`src/rtl/dds_pkg.sv`:
```
// Shared MIDI constants, parser state encoding and the note event record
// passed from the byte parser to the voice allocator.
package dds_pkg;

    localparam logic [3:0] MIDI_NOTE_ON  = 4'h9;
    localparam logic [3:0] MIDI_NOTE_OFF = 4'h8;
    localparam logic [7:0] RT_MIN        = 8'hF8;

    typedef enum logic [1:0] {
        P_IDLE,
        P_DATA1,
        P_DATA2
    } parser_state_e;

    typedef struct packed {
        logic       on;
        logic [6:0] note;
        logic [6:0] vel;
    } midi_event_t;

endpackage

```
`src/rtl/midi_note_parser.sv`:
```
// MIDI byte-stream parser: note-on/off with running status, realtime bytes
// transparent, emits a one-cycle event strobe after the velocity byte.
module midi_note_parser
    import dds_pkg::*;
#(
    parameter int unsigned MIDI_CH = 16
) (
    input  logic        clk,
    input  logic        reset,
    input  logic        byte_valid_i,
    input  logic [7:0]  byte_i,
    output logic        ready_o,
    output logic        ev_valid_o,
    output midi_event_t ev_o
);

    parser_state_e state_q;
    logic          rs_valid_q;
    logic [3:0]    rs_cmd_q;
    logic [6:0]    note_q;
    logic          ready_q;
    logic          ev_valid_q;
    midi_event_t   ev_q;

    logic accept;
    logic ch_ok;
    logic is_note_cmd;

    assign accept      = byte_valid_i & ready_q;
    assign ch_ok       = (MIDI_CH >= 16) || (byte_i[3:0] == 4'(MIDI_CH));
    assign is_note_cmd = (byte_i[7:4] == MIDI_NOTE_ON) || (byte_i[7:4] == MIDI_NOTE_OFF);

    always_ff @(posedge clk) begin
        if (reset) begin
            state_q    <= P_IDLE;
            rs_valid_q <= 1'b0;
            rs_cmd_q   <= '0;
            note_q     <= '0;
            ready_q    <= 1'b0;
            ev_valid_q <= 1'b0;
            ev_q       <= '0;
        end else begin
            ready_q    <= 1'b1;
            ev_valid_q <= 1'b0;
            if (accept && (byte_i < RT_MIN)) begin
                if (byte_i[7]) begin
                    if (is_note_cmd && ch_ok) begin
                        rs_valid_q <= 1'b1;
                        rs_cmd_q   <= byte_i[7:4];
                        state_q    <= P_DATA1;
                    end else begin
                        rs_valid_q <= 1'b0;
                        state_q    <= P_IDLE;
                    end
                end else begin
                    // A data byte in IDLE with running status restarts a message as its note byte.
                    case (state_q)
                        P_IDLE: begin
                            if (rs_valid_q) begin
                                note_q  <= byte_i[6:0];
                                state_q <= P_DATA2;
                            end
                        end
                        P_DATA1: begin
                            note_q  <= byte_i[6:0];
                            state_q <= P_DATA2;
                        end
                        P_DATA2: begin
                            ev_valid_q <= 1'b1;
                            ev_q.on    <= (rs_cmd_q == MIDI_NOTE_ON) && (byte_i[6:0] != 7'd0);
                            ev_q.note  <= note_q;
                            ev_q.vel   <= byte_i[6:0];
                            state_q    <= P_IDLE;
                        end
                        default: state_q <= P_IDLE;
                    endcase
                end
            end
        end
    end

    assign ready_o    = ready_q;
    assign ev_valid_o = ev_valid_q;
    assign ev_o       = ev_q;

endmodule

```
`src/rtl/poly_dds_voice_engine.sv`:
```
// Polyphonic DDS voice engine: voice allocation with round-robin stealing,
// per-tick sweep of one shared wavetable ROM and velocity-weighted mixing.
module poly_dds_voice_engine
    import dds_pkg::*;
#(
    parameter int unsigned NUM_VOICES = 8,
    parameter int unsigned PHASE_W    = 32,
    parameter int unsigned ADDR_W     = 10,
    parameter int unsigned WSEL_W     = 3,
    parameter int unsigned SAMPLE_W   = 24,
    parameter int unsigned OUT_W      = 8,
    parameter int unsigned SAMPLE_DIV = 101,
    parameter int unsigned MIDI_CH    = 16
) (
    input  logic                     clk,
    input  logic                     reset,
    input  logic                     midi_valid,
    input  logic [7:0]               midi_data,
    output logic                     midi_ready,
    output logic [6:0]               inc_note,
    input  logic [PHASE_W-1:0]       inc_word,
    input  logic [WSEL_W-1:0]        wave_sel,
    output logic [WSEL_W+ADDR_W-1:0] rom_addr,
    input  logic [SAMPLE_W-1:0]      rom_data,
    output logic [OUT_W-1:0]         sample_out,
    output logic                     sample_valid,
    output logic [NUM_VOICES-1:0]    voice_active,
    output logic [7:0]               led
);

    localparam int unsigned VIDX_W = $clog2(NUM_VOICES);
    localparam int unsigned ACC_W  = SAMPLE_W + 7 + VIDX_W;
    localparam int unsigned PROD_W = SAMPLE_W + 7;
    localparam int unsigned CNT_W  = $clog2(SAMPLE_DIV);

    logic                  ev_valid;
    midi_event_t           ev;

    logic [NUM_VOICES-1:0] active_q;
    logic [6:0]            note_q  [NUM_VOICES];
    logic [6:0]            vel_q   [NUM_VOICES];
    logic [PHASE_W-1:0]    inc_q   [NUM_VOICES];
    logic [PHASE_W-1:0]    phase_q [NUM_VOICES];
    logic [VIDX_W-1:0]     steal_q;
    logic [CNT_W-1:0]      cnt_q;
    logic [WSEL_W-1:0]     wsel_q;
    logic [ACC_W-1:0]      acc_q;
    logic [ACC_W-1:0]      acc_d;
    logic [OUT_W-1:0]      sample_q;
    logic                  valid_q;
    logic [6:0]            led_q;

    midi_note_parser #(
        .MIDI_CH (MIDI_CH)
    ) u_parser (
        .clk          (clk),
        .reset        (reset),
        .byte_valid_i (midi_valid),
        .byte_i       (midi_data),
        .ready_o      (midi_ready),
        .ev_valid_o   (ev_valid),
        .ev_o         (ev)
    );

    logic              hit;
    logic              free;
    logic [VIDX_W-1:0] hit_idx;
    logic [VIDX_W-1:0] free_idx;
    logic [VIDX_W-1:0] tgt_idx;

    always_comb begin
        hit      = 1'b0;
        free     = 1'b0;
        hit_idx  = '0;
        free_idx = '0;
        for (int unsigned v = 0; v < NUM_VOICES; v++) begin
            if (!hit && active_q[v] && (note_q[v] == ev.note)) begin
                hit     = 1'b1;
                hit_idx = VIDX_W'(v);
            end
            if (!free && !active_q[v]) begin
                free     = 1'b1;
                free_idx = VIDX_W'(v);
            end
        end
        tgt_idx = hit ? hit_idx : (free ? free_idx : steal_q);
    end

    // Address phase of voice k is at count k; its ROM word returns at count k+1.
    logic              sweep_addr;
    logic              sweep_acc;
    logic [VIDX_W-1:0] addr_v;
    logic [VIDX_W-1:0] acc_v;
    logic [PROD_W-1:0] prod;

    assign sweep_addr = !reset && (cnt_q < CNT_W'(NUM_VOICES));
    assign sweep_acc  = (cnt_q != '0) && (cnt_q <= CNT_W'(NUM_VOICES));
    assign addr_v     = VIDX_W'(cnt_q);
    assign acc_v      = VIDX_W'(cnt_q - CNT_W'(1));

    always_comb begin
        prod  = PROD_W'(rom_data) * PROD_W'(vel_q[acc_v]);
        acc_d = acc_q + (active_q[acc_v] ? ACC_W'(prod) : '0);
    end

    assign rom_addr = sweep_addr
                    ? {((cnt_q == '0) ? wave_sel : wsel_q), phase_q[addr_v][PHASE_W-1 -: ADDR_W]}
                    : '0;

    always_ff @(posedge clk) begin
        if (reset) begin
            active_q <= '0;
            for (int unsigned v = 0; v < NUM_VOICES; v++) begin
                note_q[v]  <= '0;
                vel_q[v]   <= '0;
                inc_q[v]   <= '0;
                phase_q[v] <= '0;
            end
            steal_q  <= '0;
            cnt_q    <= '0;
            wsel_q   <= '0;
            acc_q    <= '0;
            sample_q <= '0;
            valid_q  <= 1'b0;
            led_q    <= '0;
        end else begin
            cnt_q   <= (cnt_q == CNT_W'(SAMPLE_DIV - 1)) ? '0 : cnt_q + CNT_W'(1);
            valid_q <= 1'b0;
            if (cnt_q == '0) begin
                acc_q  <= '0;
                wsel_q <= wave_sel;
            end
            if (sweep_acc) begin
                acc_q <= acc_d;
                if (active_q[acc_v]) begin
                    phase_q[acc_v] <= phase_q[acc_v] + inc_q[acc_v];
                end
                if (cnt_q == CNT_W'(NUM_VOICES)) begin
                    sample_q <= acc_d[ACC_W-1 -: OUT_W];
                    valid_q  <= 1'b1;
                end
            end
            // Placed after the sweep so an event on the voice being advanced overrides it.
            if (ev_valid) begin
                if (ev.on) begin
                    active_q[tgt_idx] <= 1'b1;
                    note_q[tgt_idx]   <= ev.note;
                    vel_q[tgt_idx]    <= ev.vel;
                    inc_q[tgt_idx]    <= inc_word;
                    phase_q[tgt_idx]  <= '0;
                    led_q             <= ev.vel;
                    if (!hit && !free) begin
                        steal_q <= (steal_q == VIDX_W'(NUM_VOICES - 1)) ? '0 : steal_q + VIDX_W'(1);
                    end
                end else begin
                    for (int unsigned v = 0; v < NUM_VOICES; v++) begin
                        if (active_q[v] && (note_q[v] == ev.note)) begin
                            active_q[v] <= 1'b0;
                            phase_q[v]  <= '0;
                        end
                    end
                end
            end
        end
    end

    assign inc_note     = ev.note;
    assign sample_out   = sample_q;
    assign sample_valid = valid_q;
    assign voice_active = active_q;
    assign led          = {1'b0, led_q};

endmodule
```
`config.mk`:
```
export PLATFORM = sky130hd
export DESIGN_NAME = poly_dds_voice_engine
export DESIGN_NICKNAME = d
export VERILOG_FILES = /design/src/rtl/dds_pkg.sv /design/src/rtl/midi_note_parser.sv /design/src/rtl/poly_dds_voice_engine.sv
export SDC_FILE = /design/constraint.sdc
export NUM_CORES = 2
export LEC_CHECK = 0
export CAP_MARGIN = 20
export CORE_UTILIZATION = 30
export CTS_CLUSTER_DIAMETER = 200
export DETAILED_ROUTE_END_ITERATION = 8
export HOLD_SLACK_MARGIN = 0.02
export PLACE_DENSITY = 0.47
export SYNTH_ARGS = -nofsm -noshare
export SYNTH_HDL_FRONTEND = slang
export SYNTH_SLANG_ARGS = --single-unit
```
`constraint.sdc`:
```
create_clock -name clk -period 16.65 [get_ports clk]
set_input_delay 3.33 -clock clk [delete_from_list [all_inputs] [get_ports clk]]
set_output_delay 3.33 -clock clk [all_outputs]
set_load 0.01 [all_outputs]
```
==> metrics.md <==
| Metric | Value |
|---|---|
| Distinct cells, synth | 84 |
| Pwr Density | around 120 nW/um^2 |
| Worst setup EP type | flip-flop |
| Hold path start | led_q[3]$_SDFFE_PP0P_ |
| Via/cell ratio | approximately 5.4 |
| Clk Latency, worst-skew pair | around 0.72 ns |
| R2R setup slack | 5.49 ns |
| Fin cells | around 6,100 |
| Most frequent cells in the layout | nor2_1 (551), edfxtp_1 (368), dfxtp_1 (357), nand2_1 (298), and2_1 (232) |
| Pre-antenna DRT Iters | 6 |
| Worst EP required | roughly 17 ns |
| Hold Crit Depth | 2 |
| Synthesized area per cell | 9.622 um^2 |
| Max_cap viols | 0 |
| Setup TNS | 0 ns |
| Core Area | roughly 130,000 um^2 |
| Clock Skew | around 0.057 ns |
| Crit Path Category | flip-flop to flip-flop |
| Final setup vio count | 0 |
| Clock buffer depth | 3 |
| Initial Util | a little under a third |
| Worst r2r src | cnt_q[0]$_SDFF_PP0_ |
| Max FO, Critical Path | 27 |
| Crit share post-route | 67.01% |
| Max Slew Vio Count | 0 |
| CTS H-tree depth | 3 |
| CP Launch Type | flip-flop |
| Die W | 370.3 um |
| P_leak | approximately 19 nW |
| Post-cts sizing count | 0 |
| Total Die Area | 137,100 um^2 |
| Synth Register Bits | a little over 700 |
| Die H | 370.3 um |
| Post-CTS Hold Buffers | 0 |
| CTS Buf Count | 87 |
| Post-CTS setup buffers | 0 |
| GP Congestion | roughly 0.86 |
| Initial antenna violation count | 4 |
| Hold Crit Endpoint | led_q[3]$_SDFFE_PP0P_ |
| Netlist Area Pre-Place | between 40,000 and 50,000 um^2 |
| Site Rows | approximately 130 |
| Post-Syn Nets | ~4,500 |
| I/O Pins | roughly 120 |
| Routed wire per std cell | around 24 um |
| Post-layout net count | ~4,500 |
| Hold Crit Class | flip-flop to flip-flop |
| Uppermost routed layer | met5 |
| DR WL met2 | between 60 and 70 mm |
| Most common cell after layout, fill and taps aside | nor2_1 |
| Post-route DRC | 0 |
| Status | completed |
| Worst path max stage delay | a little over 0.7 ns |
| FMAX | between 80 and 90 MHz |
| Worst Tran Pin Value | roughly 1.1 ns |
| Root buf cell | clkbuf_16 |
| Vias in the first global route | around 31,000 |
| Max rail drop VDD | between 70 and 80 uV |
| Worst-case reg-to-reg path depth | 39 |
| Ys flop type | edfxtp_1 |
| Vias | approximately 32,000 |
| Largest cells by area after synthesis | edfxtp_1 (27%), dfxtp_1 (18%), fa_1 (5.5%) |
| Clock Pin Slew Worst Setup and Hold Paths | approximately 0.06 ns |
| Power consumption | ~5.5 mW |
| Largest net degree at the start of global routing | between 100 and 150 |
| Final Critical Period | about 11 ns |
| Initial DRC count | 3,051 |
| Slew headroom | 23.98% |
| Post-synth ARST share | 0% |
| Antenna Nets Post-Route | 0 |
| Clock sink count | 726 |
| Yosys top cell by area | edfxtp_1 |
| Post-Syn Instances | around 4,200 |
| Unrepaired setup endpoints after global routing | false |
| Final wirelength | 142.9 mm |
| Grt total ovfl | 0 |
| IO Port Bufs | ~110 |
| CP arrival | about 12 ns |
| Post-DP HPWL | 86.82 mm |
| M1 WL | between 60 and 70 mm |
| P&R area growth vs syn | 15.01% |
| First-pass GRT wire length | about 210 mm |
| Met3 WL post-DR | around 8.0 mm |
| Slowest cell on crit path | nor2_4 |
| Final hold violations | 0 |
| Gr usage total | 20.55% |
| Placed cells | 5,894 |
| Layout cells sized above 1 | about 8.2% |
| Reg-to-Reg End | sample_out[4]$_SDFFE_PP0P_ |
| Ys Warns | 0 |
| CTS tree | built |
| Seq/Total Area, Yosys | 44.77% |
| Number of enable flip-flop cells after synthesis | approximately 370 |
| Share of the synthesized area in the top cell type | a little over a quarter |
through the flow:
step                      util [%]  cell area (um^2)  hold WS (ns)  worst slack, ns
after global placement       32.72             43830        0.4468            5.521
after CTS                    34.92             46780        0.4562            5.562
after detailed placement     32.73             43840        0.4483            5.491
after floorplan                  -             40690        0.4265            6.491
final                        34.93             46800        0.4538            5.493
after global routing         34.93             46790        0.4785            5.029
worst max-delay path by stage:
stage	startpoint	depth (start not counted)	slack [ns]	endpoint
2_1_floorplan	cnt_q[0]$_SDFF_PP0_	45	6.49	sample_out[4]$_SDFFE_PP0P_
3_3_place_gp	rom_data[3]	32	5.52	sample_out[4]$_SDFFE_PP0P_
3_5_place_dp	rom_data[5]	32	5.49	sample_out[4]$_SDFFE_PP0P_
4_1_cts	cnt_q[0]$_SDFF_PP0_	39	5.56	sample_out[4]$_SDFFE_PP0P_
5_1_grt	cnt_q[0]$_SDFF_PP0_	42	5.03	sample_out[4]$_SDFFE_PP0P_
6_report	cnt_q[0]$_SDFF_PP0_	39	5.49	sample_out[4]$_SDFFE_PP0P_
where the power goes:
group	switching, mW	internal (mW)	leakage [nW]	total (mW)
Combinational	1.03	0.605	10.6	1.64
Sequential	0.0123	1.91	6.66	1.92
Clock	0.825	1.14	1.44	1.97
Total	1.87	3.65	18.7	5.52
registers in the layout, summed over array words and instances, names as in the netlist, 2 cells and up:
name	cells
inc_q	256
phase_q	256
note_q	56
vel_q	56
acc_q	34
u_parser.ev_o	15
sample_out	8
voice_active	8
cnt_q	7
led_q	7
u_parser.note_q	7
u_parser.rs_cmd_q	4
steal_q	3
wsel_q	3
u_parser.state_q	2
synth_stat cells, drive strengths merged (13+ instances only):
cell and instances:
mux4 42, clkbuf 228, nor3 29, nand4 26, and2 232, o221ai 13, a222oi 20, xnor2 92
ha 119, buf 88, o21a 16, xor2 51, a31oi 219, o21ai 96, nor2 562, or2 14
nor2b 95, mux2i 88, inv 136, a221oi 30, o21bai 14, a21oi 205, and3 206, a21o 46
dfxtp 358, nand2 306, edfxtp 368, a22oi 72, o22ai 32, a211oi 14, nand2b 45, a22o 27
fa 111, nand3 133
critical path: cells and delay by family, from the launching register on:
family | cells | cell delay (ns)
adder cells (fa/ha/maj) | 7 | 2.99
XOR/XNOR | 1 | 0.17
buffers and inverters | 7 | 1.61
AO/OA/AOI/OAI | 17 | 3.86
AND/OR/NAND/NOR | 7 | 1.70
flip-flops | 1 | 0.66
logic make-up (layout without fill, tap and decap cells):
kind of cell / after synthesis / in the layout / share of synthesized area [%]
compound gates: 856 / 856 / 13.75
xor+xnor: 143 / 143 / 3.078
fa+ha+maj: 230 / 230 / 9.120
buf+inv: 454 / 516 / 4.416
flops: 726 / 726 / 44.77
mux: 134 / 134 / 4.600
other cells: 1 / 2 / 0.009216
simple gates: 1685 / 1685 / 20.26
routing by layer:
layer,track usage (%),up-vias
met1,27.94,16211
met4,5.141,8
met3,2.927,215
li1,-,15056
met2,34.07,981
met5,0,-
area by class of cell:
cell class / count / area, um^2
fill: 13464 / 87160
multi-input combinational: 3049 / 21000
sequential: 726 / 18220
clock buffer: 120 / 2477
tap: 1768 / 2212
timing repair buffer: 215 / 1907
inverter: 138 / 518.0
clock inverter: 43 / 461.7
antenna: 1 / 2.502
(Power assumes the default switching activity.)
